**src/rtl/cpu_pipe_pkg.sv**
```systemverilog
// Shared pipeline definitions: NOP encoding, skid-stage state enum and lane-bus helpers.
package cpu_pipe_pkg;

    localparam logic [31:0] NOP_INSTR = 32'h0000_0000;

    typedef enum logic [1:0] {
        ST_EMPTY = 2'd0,
        ST_ONE   = 2'd1,
        ST_TWO   = 2'd2
    } state_t;

    function automatic int unsigned bus_w(input int unsigned w, input int unsigned lanes);
        return w * lanes;
    endfunction

    function automatic logic [1:0] occ_of(input state_t st);
        case (st)
            ST_ONE:  return 2'd1;
            ST_TWO:  return 2'd2;
            default: return 2'd0;
        endcase
    endfunction

endpackage

```
**src/rtl/pipe_lane_reg.sv**
```systemverilog
// One lane of a pipeline register: {pc, instr, valid} with load, clear and NOP masking.
module pipe_lane_reg #(
    parameter int unsigned          PC_W    = 32,
    parameter int unsigned          INSTR_W = 32,
    parameter logic [INSTR_W-1:0]   NOP     = '0
) (
    input  logic               clk,
    input  logic               reset_n,
    input  logic               load,
    input  logic               clear,
    input  logic [PC_W-1:0]    d_pc,
    input  logic [INSTR_W-1:0] d_instr,
    input  logic               d_vld,
    output logic [PC_W-1:0]    q_pc,
    output logic [INSTR_W-1:0] q_instr,
    output logic               q_vld
);

    // NOTE: sequential state uses non-blocking assignments so every flop samples pre-edge values.
    always_ff @(posedge clk or negedge reset_n) begin
        if (!reset_n) begin
            q_pc    <= '0;
            q_instr <= NOP;
            q_vld   <= 1'b0;
        end else if (clear) begin
            q_instr <= NOP;
            q_vld   <= 1'b0;
        end else if (load) begin
            q_pc    <= d_pc;
            q_instr <= d_vld ? d_instr : NOP;
            q_vld   <= d_vld;
        end
    end

endmodule

```
**src/rtl/pipe_ifid_skid.sv**
```systemverilog
// IF/ID pipeline stage with a 2-entry skid buffer (head H, skid S), flush and per-lane bubbles.
module pipe_ifid_skid
    import cpu_pipe_pkg::*;
#(
    parameter int unsigned        PC_W    = 32,
    parameter int unsigned        INSTR_W = 32,
    parameter int unsigned        LANES   = 1,
    parameter logic [INSTR_W-1:0] NOP     = INSTR_W'(NOP_INSTR)
) (
    input  logic                              clk,
    input  logic                              reset_n,
    input  logic                              in_valid,
    output logic                              in_ready,
    input  logic [bus_w(PC_W, LANES)-1:0]     in_pc,
    input  logic [bus_w(INSTR_W, LANES)-1:0]  in_instr,
    input  logic [LANES-1:0]                  in_lane_vld,
    input  logic                              flush,
    output logic                              out_valid,
    input  logic                              out_ready,
    output logic [bus_w(PC_W, LANES)-1:0]     out_pc,
    output logic [bus_w(INSTR_W, LANES)-1:0]  out_instr,
    output logic [LANES-1:0]                  out_lane_vld,
    output logic [1:0]                        occupancy
);

    state_t state_q, state_d;
    logic   in_ready_q;
    logic   acc, pop;
    logic   h_load, s_load, h_from_s;

    logic [bus_w(PC_W, LANES)-1:0]    h_pc, s_pc;
    logic [bus_w(INSTR_W, LANES)-1:0] h_instr, s_instr;
    logic [LANES-1:0]                 h_vld, s_vld;

    assign out_valid = (state_q != ST_EMPTY);
    assign in_ready  = in_ready_q;
    assign acc       = in_valid & in_ready_q;
    assign pop       = out_valid & out_ready;
    assign h_from_s  = (state_q == ST_TWO);
    assign occupancy = occ_of(state_q);
    assign out_pc    = h_pc;

    // NOTE: every signal written here gets a default first, so no latch can be inferred.
    always_comb begin
        state_d = state_q;
        h_load  = 1'b0;
        s_load  = 1'b0;
        unique case (state_q)
            ST_EMPTY: begin
                if (acc) begin
                    state_d = ST_ONE;
                    h_load  = 1'b1;
                end
            end
            ST_ONE: begin
                if (acc && pop) begin
                    h_load = 1'b1;
                end else if (acc) begin
                    state_d = ST_TWO;
                    s_load  = 1'b1;
                end else if (pop) begin
                    state_d = ST_EMPTY;
                end
            end
            ST_TWO: begin
                if (pop) begin
                    state_d = ST_ONE;
                    h_load  = 1'b1;
                end
            end
            default: state_d = ST_EMPTY;
        endcase
        if (flush) begin
            state_d = ST_EMPTY;
            h_load  = 1'b0;
            s_load  = 1'b0;
        end
    end

    // in_ready comes from next state so it is a flop output with no path from in_valid or out_ready.
    always_ff @(posedge clk or negedge reset_n) begin
        if (!reset_n) begin
            state_q    <= ST_EMPTY;
            in_ready_q <= 1'b1;
        end else begin
            state_q    <= state_d;
            in_ready_q <= (state_d != ST_TWO);
        end
    end

    for (genvar i = 0; i < LANES; i++) begin : g_lane
        pipe_lane_reg #(.PC_W(PC_W), .INSTR_W(INSTR_W), .NOP(NOP)) u_head (
            .clk     (clk),
            .reset_n (reset_n),
            .load    (h_load),
            .clear   (flush),
            .d_pc    (h_from_s ? s_pc[i*PC_W +: PC_W]         : in_pc[i*PC_W +: PC_W]),
            .d_instr (h_from_s ? s_instr[i*INSTR_W +: INSTR_W] : in_instr[i*INSTR_W +: INSTR_W]),
            .d_vld   (h_from_s ? s_vld[i]                      : in_lane_vld[i]),
            .q_pc    (h_pc[i*PC_W +: PC_W]),
            .q_instr (h_instr[i*INSTR_W +: INSTR_W]),
            .q_vld   (h_vld[i])
        );

        pipe_lane_reg #(.PC_W(PC_W), .INSTR_W(INSTR_W), .NOP(NOP)) u_skid (
            .clk     (clk),
            .reset_n (reset_n),
            .load    (s_load),
            .clear   (flush),
            .d_pc    (in_pc[i*PC_W +: PC_W]),
            .d_instr (in_instr[i*INSTR_W +: INSTR_W]),
            .d_vld   (in_lane_vld[i]),
            .q_pc    (s_pc[i*PC_W +: PC_W]),
            .q_instr (s_instr[i*INSTR_W +: INSTR_W]),
            .q_vld   (s_vld[i])
        );

        // H keeps stale data after draining to EMPTY, so lanes are gated by out_valid.
        assign out_lane_vld[i]                   = h_vld[i] & out_valid;
        assign out_instr[i*INSTR_W +: INSTR_W]   = out_lane_vld[i] ? h_instr[i*INSTR_W +: INSTR_W] : NOP;
    end

endmodule

```
**config.mk**
```make
export PLATFORM = sky130hd
export DESIGN_NAME = pipe_ifid_skid
export DESIGN_NICKNAME = d
export VERILOG_FILES = /design/src/rtl/cpu_pipe_pkg.sv /design/src/rtl/pipe_lane_reg.sv /design/src/rtl/pipe_ifid_skid.sv
export SDC_FILE = /design/constraint.sdc
export NUM_CORES = 1
export LEC_CHECK = 0
export CAP_MARGIN = 5
export CORE_ASPECT_RATIO = 0.75
export CORE_UTILIZATION = 32
export CTS_CLUSTER_SIZE = 16
export DETAILED_ROUTE_END_ITERATION = 10
export SYNTH_ARGS = -nofsm -noshare
export SYNTH_HDL_FRONTEND = slang
export SYNTH_SLANG_ARGS = --single-unit
```
**constraint.sdc**
```tcl
create_clock -name clk -period 2.8 [get_ports clk]
set_clock_uncertainty 0.15 [all_clocks]
set_input_delay 0.28 -clock clk [delete_from_list [all_inputs] [get_ports clk]]
set_output_delay 0.28 -clock clk [all_outputs]
set_load 0.01 [all_outputs]
```
==> metrics.txt, run 1 <==
outcome finished clean; Worst EP arrival 2.21 ns; Worst VDD drop 298 uV; first-pass GRT wire length 23300 um; CTS max path bufs 2; CP startpoint kind flip-flop; r2r setup slk 0.81 ns; Yosys reg bits 133; Mapped Cells 490; Overall Power 0.00533 W; largest family of logic cells by synthesized area multiplexers; reg2reg end g_lane[0].u_head.q_instr[11]$_DFFE_PN0P_; placed cell count 841; CP Max Fanout 34; fin crit share 0.944; Compound-Gate Fraction of Synth Area 0.114; Net Sw Frac 0.242; htree depth 4; Hold Violations, Final 0; Hold WC Path Type in -> async; Static Leak 3.47 nW; worst reg-to-reg path cell count 4; slack of the critical path about 0.16 ns; core area about 18000 sq um; crit path time final 2.64 ns; Synth area leaders dfrtp_1 57%, mux2i_1 11%, mux2_2 6.2%; syn_area_per_cell 11.8 sq um; part of the power in registers 0.436; setup TNS 0 ns; worst r2r src state_q[1]$_DFF_PN0_; CP required 2.37 ns; area of the multi-input gates 2260 sq um; CTS tree built; combinational share of power 0.149; drt wl/cell between 15 and 20 um; Clk pin slew, worst setup/hold paths around 0.060 ns; setup repair after global routing missed its margin no; post-DP HPWL 9350 um; Critical path destination out_instr[2]; critical path class reg -> out; Seq/Total Area, Yosys 0.575; Worst Max-Slew Pin Slew about 0.9 ns; buffers added on ports 138; initial core utilization 0.328; Die ar. 18600 sq um; clk_lat worst skew 0.42 ns; Mapped Nets 560; vias per cell 4.85; row cnt 42; WP buf/inv 1; Fmax 0.378 GHz; Adder-Cell Fraction of Synth Area 0; share of the synthesized area in the top cell type 0.570; Antenna Cells 0; clock root buffer clkbuf_16; # setup viols final 0; cell count along the critical path 2; simple logic cell fraction of the synthesized area 0.0959; Synthesis Warnings 0; initial antenna violation count 1; dpl ws 0.425 ns; final core occ 0.451; Total Nets Final between 600 and 700; Antenna Violating Nets Remaining 0; clk sinks 133; sequential cell area around 3300 sq um; family with the most delay on the worst path flip-flops; post-synthesis mux area share 0.176; Synth area leader dfrtp_1; number of global-route vias before repair 4387; Die W 157 um; switching pwr between 0.001 and 0.0015 W; Int Power 0.00404 W; Final GP Congestion 0.783; Pre-antenna DRT Iters 4; DRT iter0 DRCs 201; clock power share 0.415; total global routing overflow 0; Slew Limit Headroom 0.404; Worst setup EP type output port; fin cells 872; cts bufs inserted 17; Worst path max stage delay 0.92 ns; post-synthesis xor/xnor area fraction 0; # DRC 0; fin. max-slew vios 0; synth unique cells 28; boundary pin count 139; share of post-route cells with drive strength above 1 0.121; final WL 14500 um; die height 119 um; Total Routing Usage GR 0.164; largest net degree at the start of global routing 73; critical path's slowest cell dfrtp_1; FILL cells 1645; crit path cell chain and3_1 > clkdlybuf4s50_1; PD cells roughly 670 nW/um^2; max_cap viols 0; CP startpoint g_lane[0].u_head.q_vld$_DFFE_PN0P_; Post-Synthesis Cell Area 5790 sq um; vias 4227; Area Overhead vs Synth 37.6%
## cell families (layout without fill, tap and decap cells)
| kind of cell | after synthesis | count (layout) |
|---|---|---|
| and+or+nand+nor | 116 | 116 |
| DFF | 133 | 133 |
| muxes | 98 | 98 |
| AOI/OAI and AO/OA | 102 | 102 |
| buffers and inverters | 41 | 181 |
## through the flow
stage | hold WS (ns) | cell area, sq um
2_1_floorplan | -0.166 | 5790
3_3_place_gp | 0.191 | 7380
3_5_place_dp | 0.196 | 7380
4_1_cts | 0.305 | 7970
5_1_grt | 0.347 | 7970
6_report | 0.285 | 7970
## cells in the mapped netlist (all sizes together)
| cell type | n |
|---|---|
| mux2i | 66 |
| buf | 27 |
| a21o | 1 |
| and2 | 2 |
| or2 | 2 |
| o21ai | 66 |
| inv | 3 |
| nor2b | 2 |
| a22o | 32 |
| and3b | 1 |
| a31oi | 1 |
| nand2b | 1 |
| dfstp | 1 |
| nor4bb | 1 |
| a311oi | 1 |
| nand2 | 67 |
| a2bb2oi | 1 |
| and3 | 33 |
| nand3 | 1 |
| dfrtp | 132 |
| nand4b | 1 |
| clkbuf | 11 |
| mux2 | 32 |
| nor2 | 5 |
## metal layers
metal | wire length [um] | GRT usage | vias up
li1 | - | - | 1992
met1 | 6850 | 0.222 | 2120
met2 | 6780 | 0.253 | 98
met3 | 719 | 0.0473 | 15
met4 | 163 | 0.0516 | 2
met5 | 10 | 0 | -
## timing repair
| item | CTS | global route |
|---|---|---|
| hold buffers | 1 | 0 |
| gates resized for setup | 0 | 1 |
| hold endpoints to repair | 69 | 0 |
| buffers inserted | 0 | 0 |
| endpoints found under the setup margin | 0 | 26 |
## placed cells by master (no fill, tap or decap), drive strengths merged, types with 2 or more instances in the layout
cell type | Yosys | routed
mux2 | 32 | 32
a22o | 32 | 32
clkbuf | 11 | 21
mux2i | 66 | 66
and2 | 2 | 2
or2 | 2 | 2
inv | 3 | 4
clkinvlp | 0 | 2
clkdlybuf4s50 | 0 | 137
dfrtp | 132 | 132
nand2 | 67 | 67
buf | 27 | 10
nor2 | 5 | 5
and3 | 33 | 33
clkinv | 0 | 3
nor2b | 2 | 2
o21ai | 66 | 66
bufinv | 0 | 3
## flip-flops by register name, indices dropped and copies added, names as in the netlist
register and flops:
g_lane.u_skid.q_vld 1, state_q 2, g_lane.u_head.q_pc 32, g_lane.u_skid.q_pc 32, g_lane.u_skid.q_instr 32, in_ready 1
g_lane.u_head.q_vld 1, g_lane.u_head.q_instr 32
## area by class of cell
type                       instances  area share
clock inverter                     9      0.0162
timing repair buffer             148       0.186
tap                              242      0.0380
inverter                           3     0.00141
clock buffer                      21      0.0565
sequential                       133       0.418
multi-input combinational        316       0.284
## how the worst min path moves through the flow
stage,to,slack [ns],startpoint,cells after the start
2_1_floorplan,g_lane[0].u_head.q_instr[0]$_DFFE_PN0P_,-0.17,reset_n,0
3_5_place_dp,g_lane[0].u_skid.q_pc[21]$_DFFE_PN0P_,0.20,reset_n,1
3_3_place_gp,g_lane[0].u_head.q_pc[21]$_DFFE_PN0P_,0.19,reset_n,1
5_1_grt,g_lane[0].u_head.q_instr[11]$_DFFE_PN0P_,0.35,g_lane[0].u_head.q_instr[11]$_DFFE_PN0P_,2
4_1_cts,g_lane[0].u_skid.q_pc[19]$_DFFE_PN0P_,0.31,reset_n,2
6_report,g_lane[0].u_skid.q_pc[14]$_DFFE_PN0P_,0.29,reset_n,2
## power by group through the flow
stage | clock network (W) | logic, W | registers [W]
final | 0.00221 | 0.000792 | 0.00233
after global routing | 0.00234 | 0.000869 | 0.00236
after CTS | 0.00226 | 0.000807 | 0.00233
after detailed placement | 0 | 0.000803 | 0.00236
after global placement | 0 | 0.000778 | 0.00234
after floorplan | 0 | 0.000343 | 0.00236
Note: power is estimated with default switching activity, not from simulation.
==> run 2, diff against run 1 <==
- CORE_ASPECT_RATIO: 0.75 -> unset
- DONT_BUFFER_PORTS: unset -> 1
- HOLD_SLACK_MARGIN: unset -> 0.05
==> metrics.txt, run 2 (same netlist as run 1, synthesis figures left out) <==
outcome finished, violations left (was finished clean); Total Nets Final 614 (was 689); Total Routing Usage GR 0.158 (was 0.164); FILL cells 1629 (was 1645); vias per cell 5.05 (was 4.85); Worst Max-Slew Pin Slew 0.871 ns (was 0.893 ns); Die ar. 18600 sq um (about the same); PD cells 700 nW/um^2 (was 669 nW/um^2); setup TNS 0 ns (unchanged); crit path time final 2.26 ns (was 2.64 ns); initial core utilization 0.331 (was 0.328); Slew Limit Headroom 0.419 (was 0.404); Antenna Violating Nets Remaining 0 (unchanged); Final GP Congestion 0.708 (was 0.783); CP required 2.37 ns (about the same); critical path class reg -> out (unchanged); first-pass GRT wire length 22300 um (was 23300 um); cts bufs inserted 17 (unchanged); boundary pin count 139 (unchanged); most common cell after layout, fill and taps aside dfrtp_1 (was clkdlybuf4s50_1); vias 3953 (was 4227); number of global-route vias before repair 4246 (was 4387); final WL 14000 um (was 14500 um); Clk pin slew, worst setup/hold paths 0.06 ns (about the same); Die W 137 um (was 157 um); largest net degree at the start of global routing 134 (was 73); total global routing overflow 0 (unchanged); fin crit share 0.808 (was 0.944); WP buf/inv 0 (was 1); Hold WC Path Type in -> async (unchanged); Worst path max stage delay 0.58 ns (was 0.92 ns); Hold Violations, Final 133 (was 0); htree depth 4 (unchanged); initial antenna violation count 0 (was 1); die height 137 um (was 119 um); critical path's slowest cell or2_2 (was dfrtp_1); share of post-route cells with drive strength above 1 0.136 (was 0.121); clk_lat worst skew 0.41 ns (was 0.42 ns); buffers added on ports 0 (was 138); failing checks negative hold slack; clk sinks 133 (unchanged); Fmax 0.442 GHz (was 0.378 GHz); fin. max-slew vios 0 (unchanged); Antenna Cells 0 (unchanged); drt wl/cell 17.9 um (was 16.7 um); postcts setup bufs 0 (unchanged); post-DP HPWL 8290 um (was 9350 um); clock root buffer clkbuf_16 (unchanged); core area 17500 sq um (was 17700 sq um); tightest hold margin -0.593 ns (was 0.285 ns); CP startpoint kind flip-flop (unchanged); Worst setup EP type output port (unchanged); crit path cell chain or2_2 > and3_1 (was and3_1 > clkdlybuf4s50_1); # setup viols final 0 (unchanged); CTS resizes 0 (unchanged); # DRC 0 (unchanged); CTS max path bufs 2 (unchanged); DRT iter0 DRCs 196 (was 201); hold buffer count at CTS 67 (was 1); Placed Area 5940 sq um (was 7380 sq um); setup repair after global routing missed its margin no (unchanged); final instance area 7190 sq um (was 7970 sq um); Worst VDD drop 554 uV (was 298 uV); family with the most delay on the worst path simple AND/OR/NAND/NOR gates (was flip-flops); Pre-antenna DRT Iters 4 (unchanged); max_cap viols 0 (unchanged); Static Leak 3.20 nW (was 3.47 nW); Area Overhead vs Synth 24.1% (was 37.6%); CP Max Fanout 34 (unchanged); row cnt 48 (was 42); Worst EP arrival 1.83 ns (was 2.21 ns); CTS tree built (unchanged); most frequent cells in the layout 132 x dfrtp_1, 67 x nand2_1, 67 x dlygate4sd3_1 (was 137 x clkdlybuf4s50_1, 132 x dfrtp_1, 67 x nand2_1)
-- run 2: report_power, final --
| group | total [W] | switching (W) | internal (W) | leakage [nW] |
|---|---|---|---|---|
| logic | 0.000483 | 0.000218 | 0.000265 | 1.19 |
| clock network | 0.00215 | 0.000870 | 0.00128 | 0.274 |
| registers | 0.00239 | 0.000210 | 0.00218 | 1.74 |
| total | 0.00503 | 0.00130 | 0.00373 | 3.20 |
-- run 2: per-stage QoR --
step                setup WS, ns  power (W)   util  std cells
floorplan                   1.11    0.00271      -        490
global placement           0.990    0.00279  0.340        683
detailed placement         0.856    0.00282  0.340        683
CTS                        0.486    0.00511  0.411        782
global route               0.400    0.00528  0.411        782
finish                     0.538    0.00503  0.411        782
-- run 2: worst paths after layout --
path,from,end,slack [ns],cells past startpoint
worst max-delay path,state_q[0]$_DFF_PN0_,out_instr[6],0.54,2
worst min-delay path,reset_n,g_lane[0].u_head.q_pc[19]$_DFFE_PN0P_,-0.59,0
worst max register to register,in_ready$_DFF_PN1_,state_q[0]$_DFF_PN0_,0.72,5
worst min register to register,g_lane[0].u_skid.q_vld$_DFFE_PN0P_,g_lane[0].u_skid.q_vld$_DFFE_PN0P_,0.33,1
max in group asynchronous,reset_n,g_lane[0].u_skid.q_vld$_DFFE_PN0P_,2.87,0
min in group clk,in_valid,in_ready$_DFF_PN1_,0.09,3
-- run 2: final cells by class --
type                    count  area, sq um  area share
clock inverters            12          119      0.0165
inverters                   3         11.3     0.00157
clock buffers              20          457      0.0635
flip-flops and latches    133         3330       0.463
well taps                 225          282      0.0392
repair buffers             73          728       0.101
multi-input cells         316         2260       0.315
-- run 2: metal layers --
| metal | global-route usage | part of all wire | vias to the layer above |
|---|---|---|---|
| met5 | 0 | 0 | - |
| met4 | 0.0370 | 0.0053 | 0 |
| met3 | 0.0696 | 0.078 | 8 |
| met2 | 0.271 | 0.50 | 118 |
| met1 | 0.179 | 0.41 | 1989 |
| li1 | - | - | 1838 |
-- run 2: worst reg2reg max path: stages (launching register included) --
cell           delay [ns]
dfstp_2              0.59
and2_1               0.29
o21ai_0              0.14
a2bb2oi_1            0.19
nor2_1               0.05
dlygate4sd3_1        0.55
==> run 3, diff against run 2 <==
- clock period: 2.8 -> 1.99 ns (I/O delays scaled with it)
==> metrics.txt, run 3 (same netlist as run 1, synthesis figures left out) <==
outcome finished, violations left (unchanged); failing checks negative hold slack (unchanged); row cnt 48 (unchanged); tightest hold margin -0.672 ns (was -0.593 ns); max_cap viols 0 (unchanged); GRT met2 Usage 0.269 (was 0.271); GR Util met1 0.185 (was 0.179); PD cells 996 nW/um^2 (was 700 nW/um^2); reg2reg end g_lane[0].u_head.q_instr[14]$_DFFE_PN0P_ (was state_q[0]$_DFF_PN0_); grt met3 use 0.0648 (was 0.0696); most common cell after layout, fill and taps aside dfrtp_1 (unchanged); Antenna Cells 0 (unchanged); Slew Limit Headroom 0.698 (was 0.419); boundary pin count 139 (unchanged); # DRC 0 (unchanged); hold buffer count at CTS 67 (unchanged); vias 4024 (was 3953); htree depth 4 (unchanged); initial core utilization 0.331 (unchanged); CP Max Fanout 18 (was 34); die height 137 um (unchanged); fin. max-slew vios 0 (unchanged); dpl ws -0.00682 ns (was 0.856 ns); total global routing overflow 0 (unchanged); combinational share of power 0.097 (was 0.096); share of post-route cells with drive strength above 1 0.148 (was 0.136); clk_lat worst skew 0.41 ns (about the same); most frequent cells in the layout 130 x dfrtp_1, 67 x nand2_1, 67 x dlygate4sd3_1 (was 132 x dfrtp_1, 67 x nand2_1, 67 x dlygate4sd3_1); largest net degree at the start of global routing 134 (unchanged); Hold WC Path Type in -> async (unchanged); Clk pin slew, worst setup/hold paths 0.06 ns (about the same); Worst Max-Slew Pin Slew 0.452 ns (was 0.871 ns); buffers added on ports 0 (unchanged); setup repair after global routing missed its margin no (unchanged); Area Overhead vs Synth 25.9% (was 24.1%); clock power share 0.440 (was 0.428); DRT iter0 DRCs 142 (was 196); switching pwr 0.00180 W (was 0.00130 W); CTS max path bufs 2 (unchanged); number of global-route vias before repair 4323 (was 4246); Worst VDD drop 598 uV (was 554 uV); part of the power in registers 0.463 (was 0.476); Die ar. 18600 sq um (unchanged); post-DP HPWL 8600 um (was 8290 um); Static Leak 3.24 nW (was 3.20 nW); Fmax 0.524 GHz; Overall Power 0.00727 W (was 0.00503 W); vias per cell 5.11 (was 5.05); r2r setup slk 0.11 ns (was 0.72 ns); Final GP Congestion 0.746 (was 0.708); core area 17500 sq um (unchanged); initial antenna violation count 0 (unchanged); worst r2r src in_ready$_DFF_PN1_ (unchanged); critical path class reg -> out (unchanged); Pre-antenna DRT Iters 4 (unchanged); Total Nets Final 619 (was 614); fin crit share 0.958; first-pass GRT wire length 22400 um (was 22300 um); Hold Violations, Final 133 (unchanged); Worst EP arrival 1.56 ns (was 1.83 ns); worst reg-to-reg path cell count 4 (was 5); Total Routing Usage GR 0.160 (was 0.158); final WL 14100 um (was 14000 um); slack of the critical path 0.0833 ns (was 0.538 ns); Top Usage Layer GRT met2 (unchanged); CP startpoint kind flip-flop (unchanged); Net Sw Frac 0.247 (was 0.258); clk sinks 133 (unchanged); CTS tree built (unchanged); Antenna Violating Nets Remaining 0 (unchanged); CP required 1.64 ns (was 2.37 ns); crit path time final 1.91 ns; clock root buffer clkbuf_16 (unchanged); Worst setup EP type output port (unchanged); # setup viols final 0 (unchanged); cts bufs inserted 17 (unchanged); Die W 137 um (unchanged); Int Power 0.00547 W (was 0.00373 W); drt wl/cell 17.9 um (about the same)
run 3: final cells by class:
class / count / area (sq um)
clock buffer: 20 / 447
clock inverter: 12 / 155
fill: 1631 / 10200
inverter: 3 / 11.3
multi-input combinational: 317 / 2280
sequential: 133 / 3330
tap: 225 / 282
timing repair buffer: 77 / 787
run 3: metrics by stage:
step | std cells | hold WS [ns] | util | setup TNS (ns) | instance area [sq um]
finish | 787 | -0.672 | 0.417 | 0 | 7290
global route | 787 | -0.708 | 0.417 | 0 | 7290
CTS | 786 | -0.700 | 0.416 | 0 | 7270
detailed placement | 687 | -0.244 | 0.343 | -0.0127 | 6000
global placement | 687 | -0.243 | 0.343 | 0 | 6000
floorplan | 490 | -0.247 | - | 0 | 5790
run 3: power by group through the flow:
stage,Combinational [W],Sequential [W],Clock [W]
6_report,0.000708,0.00336,0.00319
4_1_cts,0.000710,0.00337,0.00329
5_1_grt,0.000790,0.00342,0.00340
2_1_floorplan,0.000482,0.00332,0
3_5_place_dp,0.000588,0.00340,0
3_3_place_gp,0.000544,0.00339,0
run 3: worst max path at each step:
stage	start	end	slack (ns)	cells after the start
after detailed placement	state_q[0]$_DFF_PN0_	g_lane[0].u_head.q_pc[16]$_DFFE_PN0P_	-0.007	4
after CTS	state_q[1]$_DFF_PN0_	out_instr[2]	0.005	2
after global routing	state_q[0]$_DFF_PN0_	out_instr[6]	0.009	2
after floorplan	in_ready$_DFF_PN1_	g_lane[0].u_skid.q_instr[22]$_DFFE_PN0P_	0.37	6
after global placement	state_q[0]$_DFF_PN0_	g_lane[0].u_head.q_pc[1]$_DFFE_PN0P_	0.17	4
final	state_q[0]$_DFF_PN0_	out_instr[4]	0.08	2
run 3: metal layers:
layer,routed length (um),vias to the layer above
met5,0,-
met4,111,0
met3,1070,8
met2,6890,118
met1,5990,2040
li1,-,1858
run 3: critical path, cell delays in order, from the launching register on:
cell and delay (ns):
dfrtp_2 0.49, or2_4 0.38, and3_1 0.27
run 3: what timing repair did:
action	CTS	global route
hold endpoints to repair	265	133
gates cloned	0	1
pin swaps	0	1
resized for setup	2	4
setup buffers	0	0
setup endpoints to repair	33	55
